--- config.mk ---
export PLATFORM = sky130hd
export DESIGN_NAME = gain_st1_arbiter
export DESIGN_NICKNAME = d
export VERILOG_FILES = /design/src/rtl/gain_st1_arbiter.sv
export SDC_FILE = /design/constraint.sdc
export NUM_CORES = 1
export LEC_CHECK = 0
export ABC_AREA = 1
export ABC_CLOCK_PERIOD_IN_PS = 2550
export CAP_MARGIN = 20
export CORE_MARGIN = 1
export CORE_UTILIZATION = 45
export DETAILED_ROUTE_END_ITERATION = 8
export PLACE_DENSITY = 0.81
export REMOVE_ABC_BUFFERS = 1
export SLEW_MARGIN = 20
export SYNTH_ARGS = -nofsm -noshare
export SYNTH_HDL_FRONTEND = slang
export SYNTH_SLANG_ARGS = --single-unit
--- constraint.sdc ---
create_clock -name clk -period 2.55 [get_ports clk]
set_clock_uncertainty 0.1 [all_clocks]
set_input_delay 0.6375 -clock clk [delete_from_list [all_inputs] [get_ports clk]]
set_output_delay 0.6375 -clock clk [all_outputs]
set_load 0.03 [all_outputs]
--- src/rtl/gain_st1_arbiter.sv ---
// Round-robin arbiter/sequencer sharing one single-cycle gain stage among N_REQ requesters.
// Issues the granted ISI with an address-mismatch gate, captures the result and counts drops.
module gain_st1_arbiter #(
  parameter int unsigned N_REQ    = 4,
  parameter int unsigned BIT_ISI  = 8,
  parameter int unsigned BIT_ADDR = 8,
  parameter int unsigned BIT_ID   = 2,
  parameter int unsigned BIT_DROP = 16
) (
  input  logic                      clk,
  input  logic                      clr,
  input  logic                      cfg_we,
  input  logic [BIT_ADDR-1:0]       cfg_addr,
  input  logic [N_REQ-1:0]          req,
  input  logic [N_REQ*BIT_ISI-1:0]  req_isi,
  input  logic [N_REQ*BIT_ADDR-1:0] req_addr,
  output logic [N_REQ-1:0]          gnt,
  output logic [BIT_ISI-1:0]        st_isi_x,
  output logic                      st_comp_addr_x,
  input  logic [BIT_ISI-1:0]        st_isi_z,
  input  logic                      st_valid,
  output logic                      res_valid,
  output logic [BIT_ISI-1:0]        res_isi,
  output logic [BIT_ID-1:0]         res_id,
  input  logic                      res_ready,
  output logic                      busy,
  output logic [BIT_DROP-1:0]       drop_cnt
);

  typedef enum logic [1:0] {StIdle, StIssue, StCapture, StHold} state_e;

  state_e              state_q, state_d;
  logic [BIT_ADDR-1:0] target_q, target_d;
  logic [BIT_ID-1:0]   rr_ptr_q, rr_ptr_d;
  logic [BIT_ISI-1:0]  isi_q, isi_d;
  logic [BIT_ADDR-1:0] addr_q, addr_d;
  logic [BIT_ID-1:0]   id_q, id_d;
  logic [N_REQ-1:0]    gnt_q, gnt_d;
  logic [BIT_ISI-1:0]  res_isi_q, res_isi_d;
  logic [BIT_ID-1:0]   res_id_q, res_id_d;
  logic [BIT_DROP-1:0] drop_q, drop_d;

  logic                found;
  logic [BIT_ID-1:0]   sel;
  int unsigned         idx;

  // Search upward from rr_ptr with wrap; only ids below N_REQ are ever visited.
  always_comb begin
    found = 1'b0;
    sel   = '0;
    idx   = 0;
    for (int k = 0; k < N_REQ; k++) begin
      idx = (int'(rr_ptr_q) + k) % N_REQ;
      if (!found && req[idx]) begin
        found = 1'b1;
        sel   = BIT_ID'(idx);
      end
    end
  end

  always_comb begin
    state_d   = state_q;
    target_d  = cfg_we ? cfg_addr : target_q;
    rr_ptr_d  = rr_ptr_q;
    isi_d     = isi_q;
    addr_d    = addr_q;
    id_d      = id_q;
    gnt_d     = '0;
    res_isi_d = res_isi_q;
    res_id_d  = res_id_q;
    drop_d    = drop_q;
    unique case (state_q)
      StIdle: begin
        if (found) begin
          isi_d      = req_isi[int'(sel)*BIT_ISI +: BIT_ISI];
          addr_d     = req_addr[int'(sel)*BIT_ADDR +: BIT_ADDR];
          id_d       = sel;
          gnt_d[sel] = 1'b1;
          rr_ptr_d   = BIT_ID'((int'(sel) + 1) % N_REQ);
          state_d    = StIssue;
        end
      end
      StIssue: state_d = StCapture;
      StCapture: begin
        if (st_valid) begin
          res_isi_d = st_isi_z;
          res_id_d  = id_q;
          state_d   = StHold;
        end else begin
          if (drop_q != '1) drop_d = drop_q + 1'b1;
          state_d = StIdle;
        end
      end
      StHold: begin
        if (res_ready) state_d = StIdle;
      end
      default: state_d = StIdle;
    endcase
  end

  always_ff @(posedge clk or posedge clr) begin
    if (clr) begin
      state_q   <= StIdle;
      target_q  <= '0;
      rr_ptr_q  <= '0;
      isi_q     <= '0;
      addr_q    <= '0;
      id_q      <= '0;
      gnt_q     <= '0;
      res_isi_q <= '0;
      res_id_q  <= '0;
      drop_q    <= '0;
    end else begin
      state_q   <= state_d;
      target_q  <= target_d;
      rr_ptr_q  <= rr_ptr_d;
      isi_q     <= isi_d;
      addr_q    <= addr_d;
      id_q      <= id_d;
      gnt_q     <= gnt_d;
      res_isi_q <= res_isi_d;
      res_id_q  <= res_id_d;
      drop_q    <= drop_d;
    end
  end

  // Gate the stage off outside ISSUE so it only ever sees one event per grant.
  assign st_comp_addr_x = (state_q == StIssue) ? (addr_q != target_q) : 1'b1;
  assign st_isi_x       = isi_q;
  assign gnt            = gnt_q;
  assign res_valid      = (state_q == StHold);
  assign res_isi        = res_isi_q;
  assign res_id         = res_id_q;
  assign busy           = (state_q != StIdle);
  assign drop_cnt       = drop_q;

endmodule

==> results of run 1 <==
-- path summary, 6_finish.rpt --
| check | from | end | slack [ps] | cells after the start |
|---|---|---|---|---|
| worst min-delay path | st_isi_x[5] | st_isi_x[5] | 390 | 2 |
| max in group asynchronous | clr | res_isi[0] | 1260 | 3 |
| worst max register to register | rr_ptr_q[0] | addr_q[2] | 340 | 13 |
| worst min register to register | st_isi_x[5] | st_isi_x[5] | 390 | 2 |
| min in group asynchronous | clr | drop_cnt[5] | 570 | 2 |
| worst max-delay path | state_q[1] | busy | 90 | 3 |
-- cells in the mapped netlist --
library cell / instances / share of area (%)
a211oi_1: 1 / 0.21
a22o_1: 1 / 0.25
a31oi_1: 1 / 0.18
buf_1: 1 / 0.11
buf_2: 14 / 2.0
buf_6: 4 / 1.3
clkbuf_1: 2 / 0.21
dfrtp_1: 60 / 43
ha_1: 1 / 0.36
inv_1: 31 / 3.3
inv_2: 4 / 0.43
inv_4: 1 / 0.18
mux2_2: 12 / 3.9
nand2_1: 223 / 24
nand2_2: 2 / 0.36
nand3_1: 14 / 2.0
nand3_2: 1 / 0.29
nand3_4: 2 / 1.0
nand4_1: 37 / 6.6
nor2_1: 19 / 2.0
nor2_4: 1 / 0.32
nor3_1: 2 / 0.29
nor4_1: 3 / 0.54
o211ai_1: 1 / 0.21
o21a_1: 1 / 0.21
o21ai_0: 13 / 1.9
o21ai_1: 3 / 0.43
o22ai_1: 1 / 0.18
xnor2_1: 7 / 1.8
xor2_1: 10 / 2.5
-- per-layer routing --
metal / global-route usage, % / up-vias / routed length [um]
met5: 0 / - / 0
met1: 27.62 / 1667 / 3724
met2: 41.16 / 155 / 4641
li1: - / 1789 / -
met3: 5.161 / 13 / 611
met4: 9.274 / 0 / 136
-- final cells by class --
class	instances	area share, %
clock inverter	2	0.1965
tap	99	2.432
multi-input combinational	356	33.97
inverter	36	2.702
sequential	60	29.48
timing repair buffer	142	28.22
clock buffer	14	2.997
-- metrics by stage --
step | setup TNS, ps | hold slack, ps | power [uW] | utilization, % | instance area [um^2]
CTS | 0 | 394.4 | 6527 | 69.12 | 5094
floorplan | 0 | 360.3 | 4154 | - | 3367
global placement | 0 | 363.2 | 5634 | 66.89 | 4930
detailed placement | -10.11 | 369.1 | 5767 | 66.89 | 4930
finish | 0 | 394.7 | 6504 | 69.12 | 5094
global route | 0 | 420.7 | 7046 | 69.12 | 5094
-- registers in the layout, indices dropped and copies added (netlist names), 4 cells and up --
register,flops
st_isi_x,8
addr_q,8
res_isi,8
drop_cnt,16
gnt,4
target_q,8
-- kinds of logic (layout without fill, tap and decap cells) --
group,count (synthesis),in the layout,share of synthesized area [%]
and+or+nand+nor,304,304,37.43
DFF,60,60,42.98
adders and majority gates,1,1,0.3581
muxes,12,12,3.868
AOI/OAI and AO/OA,22,22,3.546
buffers and inverters,57,194,7.557
xor gates and xnor gates,17,17,4.262
-- where the power goes --
| part | internal [uW] | switching, uW |
|---|---|---|
| clock | 377 | 330 |
| combinational | 1650 | 2610 |
| sequential | 1280 | 260 |
| total | 3310 | 3200 |
-- tightest hold or removal path, cell delays in order (launching register included) --
cell and delay (ps):
dfrtp_1 350, nand2_1 50, nand2_1 60
-- layout by cell type, fill, tap and decap left out, drive strengths merged, types with 2 or more instances in the layout --
cell type      Yosys  final
nand2            225    225
clkdlybuf4s50      0    128
buf               19     13
nand4             37     37
nor4               3      3
clkbuf             2     14
xor2              10     10
nand3             17     17
o21ai             16     16
inv               36     36
clkinv             0      2
nor3               2      2
dfrtp             60     60
xnor2              7      7
mux2              12     12
nor2              20     20
==> summary.txt, run 1 <==
Floorplan
  – Full die area: 8119 um^2
  – IO Count: 130
  – Row count: 31
  – Initial core utilization: 47.40%
  – Die W: 90.11 um
  – Die height: 90.11 um
  – Core Area: 7370 um^2

STA
  – Period utilization: 96.46%
  – RSZ-0062 raised after global routing: no
  – Minimum clock period: approximately 2500 ps
  – Pins over their slew limit: 0
  – Final worst setup slack: 90.25 ps
  – Hold Vio Cnt, Final: 0
  – Worst slew margin: 64.64%
  – Setup violators final: 0
  – Worst-margin pin slew: ~530 ps
  – Max Clk Rate: approximately 410 MHz

Setup path
  – Top fanout value on the critical path: 6
  – Worst Path Buf+Inv: 2
  – Worst EP arrival: approximately 1700 ps
  – Largest delay share family, worst path: buffers and inverters
  – Crit path kind: reg2out
  – Slowest stage delay, CP: about 600 ps
  – CP Cell Sequence: nor2_2 -> inv_1 -> clkdlybuf4s50_1
  – Worst setup SP type: flop
  – CP Capture Type: primary output
  – Worst Path Required: 1810 ps
  – Slowest-stage cell, CP: clkdlybuf4s50_1

Cells and area
  – Sequential Area: between 1500 and 2000 um^2
  – Multi-input gate area: between 1500 and 2000 um^2
  – P&R area growth vs syn: 45.81%
  – Non-Filler Instances: 709
  – Antenna diodes: 0
  – Fill cells: 600
  – Final #Nets: between 600 and 700
  – Share of layout cells above drive strength 1: 8.197%

Synthesis
  – Post-synthesis cell count: ~470
  – #FFs+latches synth: 60
  – Number of synthesis warnings: 0
  – Register area share after synthesis: 42.98%
  – Cell Area, Synth: 3493 um^2
  – Syn avg cell area: 7.386 um^2
  – Post-synthesis cell type count: 30

Route
  – DR vias: 3624
  – Routed len/inst: 12.85 um
  – Via density per instance: just over 5
  – Initial DRC Count: between 150 and 200
  – Antenna Nets Post-Route: 0
  – Drt first pass iters: 4
  – WL final: 9114 um
  – DR DRC count: 0

Global routing
  – Vias in the first global route: about 3500
  – Remaining global-route overflow: 0
  – Initial antenna violation count: 0
  – Overall global routing resource usage: between 20% and 30%
  – Global-route wire length before repair: 15290 um
  – Largest net degree at the start of global routing: 33

Run status
  – Status: complete, no violations

Clocking
  – CTS buffer count: 9
  – Clk_lat worst skew: ~320 ps
  – CTS tree: done
  – Clock transition at path regs: 60 ps
  – Number of cells upsized or downsized after cts: 2
  – Root Driver: clkbuf_8
  – Longest Clk Path Bufs: 2
  – Setup Fix Bufs, Post-CTS: 0
  – CTS sink count: 60
  – CTS H-tree lvls: 3
  – Hold-fix buffers, CTS: 0

Power
  – Power per Cell Area: about 1300 nW/um^2
  – Max VDD drop: roughly 870 uV
  – Leak: 0.002510 uW

Worst hold path
  – Min-delay worst type: reg2reg

Place
  – Detailed placement HPWL: 6884 um
  – Setup WS pre-CTS: -10.11 ps
  – Inst Count DP: between 600 and 700
  – I/O Buffers: ~130
  – Gp weighted congestion: 0.8764

Flow run
  – Max_cap viols: 0
Note: power is estimated with default switching activity, not from simulation.
==> run 2, diff against run 1 <==
Settings changed: CORE_MARGIN 1 to unset, CTS_BUF_LIST set to sky130_fd_sc_hd__clkbuf_4 sky130_fd_sc_hd__clkbuf_8 sky130_fd_sc_hd__clkbuf_16.
==> summary.txt, run 2 (synthesis gave the netlist of run 1 again) <==
STA
  – Pins over their slew limit: 0
  – Setup violators final: 0
  – RSZ-0062 raised after global routing: no
  – Minimum clock period: 2470 ps
  – Hold Vio Cnt, Final: 0
  – Worst-margin pin slew: 525.6 ps
  – Period utilization: 96.88%
  – Max Clk Rate: 404.8 MHz
  – Worst slew margin: 64.86%

Route
  – Routed len/inst: 12.87 um
  – DR DRC count: 0
  – Drt first pass iters: 4
  – Via density per instance: 5.130
  – Antenna Nets Post-Route: 0
  – WL final: roughly 9100 um
  – Initial DRC Count: 126
  – DR vias: 3637

Power
  – Seq pwr share: 23.5%
  – Max VDD drop: about 870 uV
  – Tot Pwr: 6555 uW
  – Logic pwr share: between 60 and 70%
  – Clk pwr share: 11.6%
  – Switch Pwr: roughly 3200 uW
  – Leak: 0.002524 uW
  – Power per Cell Area: ~1300 nW/um^2
  – Sw frac: 48.88%
  – Internal: around 3400 uW

Clocking
  – Clock transition at path regs: 60 ps
  – Setup Fix Bufs, Post-CTS: 0
  – CTS H-tree lvls: 3
  – Clk_lat worst skew: 330 ps
  – Number of cells upsized or downsized after cts: 2
  – CTS sink count: 60
  – CTS buffer count: 9
  – CTS tree: done
  – Root Driver: clkbuf_8
  – Longest Clk Path Bufs: 2
  – Hold-fix buffers, CTS: 0

Floorplan
  – Die W: between 90 and 100 um
  – IO Count: 130
  – Die height: 90.11 um
  – Full die area: 8119 um^2
  – Row count: 31
  – Initial core utilization: 47.40%
  – Core Area: 7370 um^2

Global routing
  – Remaining global-route overflow: 0
  – Largest net degree at the start of global routing: 33
  – Initial antenna violation count: 0
  – Vias in the first global route: 3515
  – Global-route wire length before repair: 15350 um
  – Overall global routing resource usage: 23.50%

Worst hold path
  – Min-delay worst type: reg2reg

Place
  – Gp weighted congestion: 0.8764
  – Post-DP Area: 4930 um^2
  – I/O Buffers: about 130
  – Detailed placement HPWL: around 6900 um

Setup path
  – Worst Path Required: 1810 ps
  – Slowest stage delay, CP: 610 ps
  – Largest delay share family, worst path: buffers and inverters
  – Crit path kind: reg2out
  – CP Capture Type: primary output
  – Slowest-stage cell, CP: clkdlybuf4s50_1
  – Worst Path Buf+Inv: 2
  – Worst EP arrival: 1730 ps
  – Worst setup SP type: flop
  – Top fanout value on the critical path: 6
  – CP Cell Sequence: nor2_2 -> inv_1 -> clkdlybuf4s50_1
  – Setup slack, reg-to-reg: 340 ps

Cells and area
  – Largest register FFs: 16
  – Commonest non-fill, non-tap cell in the layout: nand2_1
  – Most frequent cells in the layout: 223 x nand2_1, 128 x clkdlybuf4s50_1, 60 x dfrtp_1
  – Antenna diodes: 0
  – Final instance area: 5109 um^2
  – Final cell utilization of the core: 69.32%
  – P&R area growth vs syn: 46.24%
  – Share of layout cells above drive strength 1: 8.852%
  – Final #Nets: 695

Run status
  – Status: complete, no violations

Flow run
  – Max_cap viols: 0
==> run 2: cell count changes in the layout (fill, tap and decap cells not counted) <==
cell      delta
clkbuf_1     -4
clkbuf_4     +4
==> run 2: power groups by stage <==
| stage | combinational [uW] | sequential [uW] | clock, uW |
|---|---|---|---|
| 2_1_floorplan | 2280 | 1870 | 0 |
| 3_3_place_gp | 4100 | 1540 | 0 |
| 3_5_place_dp | 4220 | 1550 | 0 |
| 4_1_cts | 4250 | 1540 | 778 |
| 5_1_grt | 4690 | 1590 | 817 |
| 6_report | 4260 | 1540 | 759 |
==> run 2: final timing paths <==
path / end / depth (start not counted) / from
min in group asynchronous: gnt[3] / 2 / clr
setup / recovery: busy / 3 / state_q[1]
hold reg to reg: st_isi_x[5] / 2 / st_isi_x[5]
max in group asynchronous: res_isi[0] / 3 / clr
setup reg to reg: addr_q[2] / 13 / rr_ptr_q[0]
hold / removal: st_isi_x[5] / 2 / st_isi_x[5]
==> run 2: layout make-up <==
class / instances / area (um^2)
fillers: 597 / 2261
inverters: 36 / 137.6
well taps: 99 / 123.9
clock inverters: 2 / 10.01
repair buffers: 142 / 1438
multi-input cells: 356 / 1730
clock buffers: 14 / 167.7
flip-flops and latches: 60 / 1501
==> run 2: routing by layer <==
layer  GRT usage (%)  vias to the layer above  routed length [um]
li1                -                     1788                   -
met5               0                        -                   0
met4           11.02                        0                 241
met3           5.161                       23                 561
met2           40.78                      168                4531
met1           27.57                     1658                3792
==> run 2: metrics by stage <==
step / setup slack (ps) / hold slack [ps] / instances / setup TNS [ps]
floorplan: 195.9 / 360.3 / 452 / 0
global placement: 48.03 / 363.2 / 693 / 0
detailed placement: -10.11 / 369.1 / 693 / -10.11
CTS: 72.67 / 394.7 / 709 / 0
global route: 30.47 / 421.3 / 709 / 0
finish: 79.64 / 394.3 / 709 / 0
==> run 2: worst min-delay path: stages (launching register included) <==
cell and delay [ps]:
dfrtp_1 350, nand2_1 50, nand2_1 60
==> run 3, diff against run 2 <==
Settings changed: ABC_CLOCK_PERIOD_IN_PS 2550 to 2500, MAX_ROUTING_LAYER set to met4, SETUP_SLACK_MARGIN set to 0.05.
Clock period 2.55 ns to 2.5 ns, I/O delays scaled along.
==> summary.txt, run 3 (synthesis gave the netlist of run 1 again) <==
Clocking
  – Root Driver: clkbuf_8
  – Setup Fix Bufs, Post-CTS: 0
  – CTS tree: done
  – CTS buffer count: 9
  – Longest Clk Path Bufs: 2
  – Clock transition at path regs: 60 ps
  – CTS sink count: 60
  – Hold-fix buffers, CTS: 0
  – Clk_lat worst skew: 320 ps
  – CTS H-tree lvls: 3

Route
  – Initial DRC Count: roughly 150
  – DR DRC count: 0
  – Routed len/inst: ~13 um
  – WL final: 9110 um
  – DR vias: between 3000 and 4000
  – Via density per instance: 5.113
  – Drt first pass iters: 4
  – Antenna Nets Post-Route: 0

STA
  – Worst-margin pin slew: 537.1 ps
  – Worst slew margin: 64.09%
  – Pins over their slew limit: 0
  – RSZ-0062 raised after global routing: yes
  – Minimum clock period: 2408 ps
  – Period utilization: 96.32%
  – Max Clk Rate: 415.3 MHz
  – Setup TNS: 0 ps
  – Setup violators final: 0
  – Hold Vio Cnt, Final: 0

Run status
  – Status: complete, no violations

Setup path
  – CP Cell Sequence: xor2_1 -> nor4_1 -> nand3_1 -> clkdlybuf4s15_1
  – Worst EP arrival: ~1700 ps
  – Slowest-stage cell, CP: dfrtp_1
  – Worst Path Required: 1770 ps
  – CP Capture Type: primary output
  – Top fanout value on the critical path: 2
  – Largest delay share family, worst path: simple AND/OR/NAND/NOR gates
  – Worst setup SP type: flop
  – Worst Path Buf+Inv: 1
  – Slowest stage delay, CP: 390 ps
  – Crit path kind: reg2out

Place
  – Inst Count DP: 695
  – Post-DP Area: 4945 um^2
  – Gp weighted congestion: 0.9183
  – I/O Buffers: 129
  – Detailed placement HPWL: between 6000 and 7000 um

Cells and area
  – Final instance area: 5126 um^2
  – Most frequent cells in the layout: 223 x nand2_1, 127 x clkdlybuf4s50_1, 60 x dfrtp_1
  – Commonest non-fill, non-tap cell in the layout: nand2_1
  – Share of layout cells above drive strength 1: 9.002%
  – Largest register FFs: 16
  – Final #Nets: roughly 700
  – Fill cells: 607
  – P&R area growth vs syn: 46.74%
  – Antenna diodes: 0
  – Final cell utilization of the core: 69.56%
  – Non-Filler Instances: 710

Global routing
  – Initial antenna violation count: 0
  – Vias in the first global route: 3564
  – Remaining global-route overflow: 0
  – Overall global routing resource usage: 24.35%
  – Global-route wire length before repair: 15650 um
  – Largest net degree at the start of global routing: 34

Flow run
  – Max_cap viols: 0

Floorplan
  – Die height: 90.11 um
  – Core Area: 7370 um^2
  – Initial core utilization: 47.40%
  – Full die area: 8119 um^2
  – Row count: 31
  – Die W: 90.11 um
  – IO Count: 130

Power
  – Max VDD drop: about 710 uV
  – Power per Cell Area: ~1300 nW/um^2
  – Tot Pwr: 6668 uW
  – Leak: ~0.0025 uW

Worst hold path
  – Min-delay worst type: reg2reg
## run 3: repair_timing
action	CTS	global route
endpoints found under the setup margin	2	2
hold endpoints to repair	0	0
gates resized for setup	2	2
## run 3: worst paths after layout
check,to,from,cells past startpoint,slack (ps)
max in group asynchronous,addr_q[3],clr,3,1310
min,st_isi_x[0],st_isi_x[0],2,380
max reg2reg,addr_q[2],rr_ptr_q[0],16,330
min in group asynchronous,drop_cnt[9],clr,2,490
min reg2reg,st_isi_x[0],st_isi_x[0],2,380
max,st_comp_addr_x,target_q[3],4,90
## run 3: final cells by class
| cell class | count | area [um^2] | share of cell area, % |
|---|---|---|---|
| flip-flops and latches | 60 | 1501 | 29.29 |
| inverters | 36 | 137.6 | 2.685 |
| clock inverters | 2 | 10.01 | 0.1953 |
| repair buffers | 144 | 1456 | 28.41 |
| well taps | 99 | 123.9 | 2.416 |
| clock buffers | 13 | 166.4 | 3.246 |
| multi-input cells | 356 | 1730 | 33.76 |
## run 3: worst reg2reg max path, stage by stage, from the launching register on
cell     delay [ps]
dfrtp_1         570
inv_4           120
nand2_1          80
nand2_1         110
nand2_1          80
nand2_1          60
nand2_1          90
nand2_1          70
nand2_2         120
nand3_4         120
buf_12          170
nand2_1          70
nand2_1          50
nand2_1          50
nand2_1          70
nand2_1          60
nand2_1          50
## run 3: through the flow
stage                     worst slack (ps)  hold slack [ps]
final                                91.89            379.6
after global routing                 4.888            406.2
after CTS                            52.05            382.1
after detailed placement            -62.80            365.2
after global placement               9.482            363.7
after floorplan                      158.4            360.3
## run 3: routing by layer
metal / GRT usage [%] / share of wire, % / up-vias
li1: - / - / 1778
met1: 28.37 / 41 / 1693
met2: 41.73 / 51 / 149
met3: 4.653 / 7.3 / 10
met4: 9.005 / 0.86 / 0
met5: - / 0 / -
## run 3: where the power goes
group          switching (uW)  internal (uW)
combinational            2620           1710
clock                     345            427
sequential                257           1310
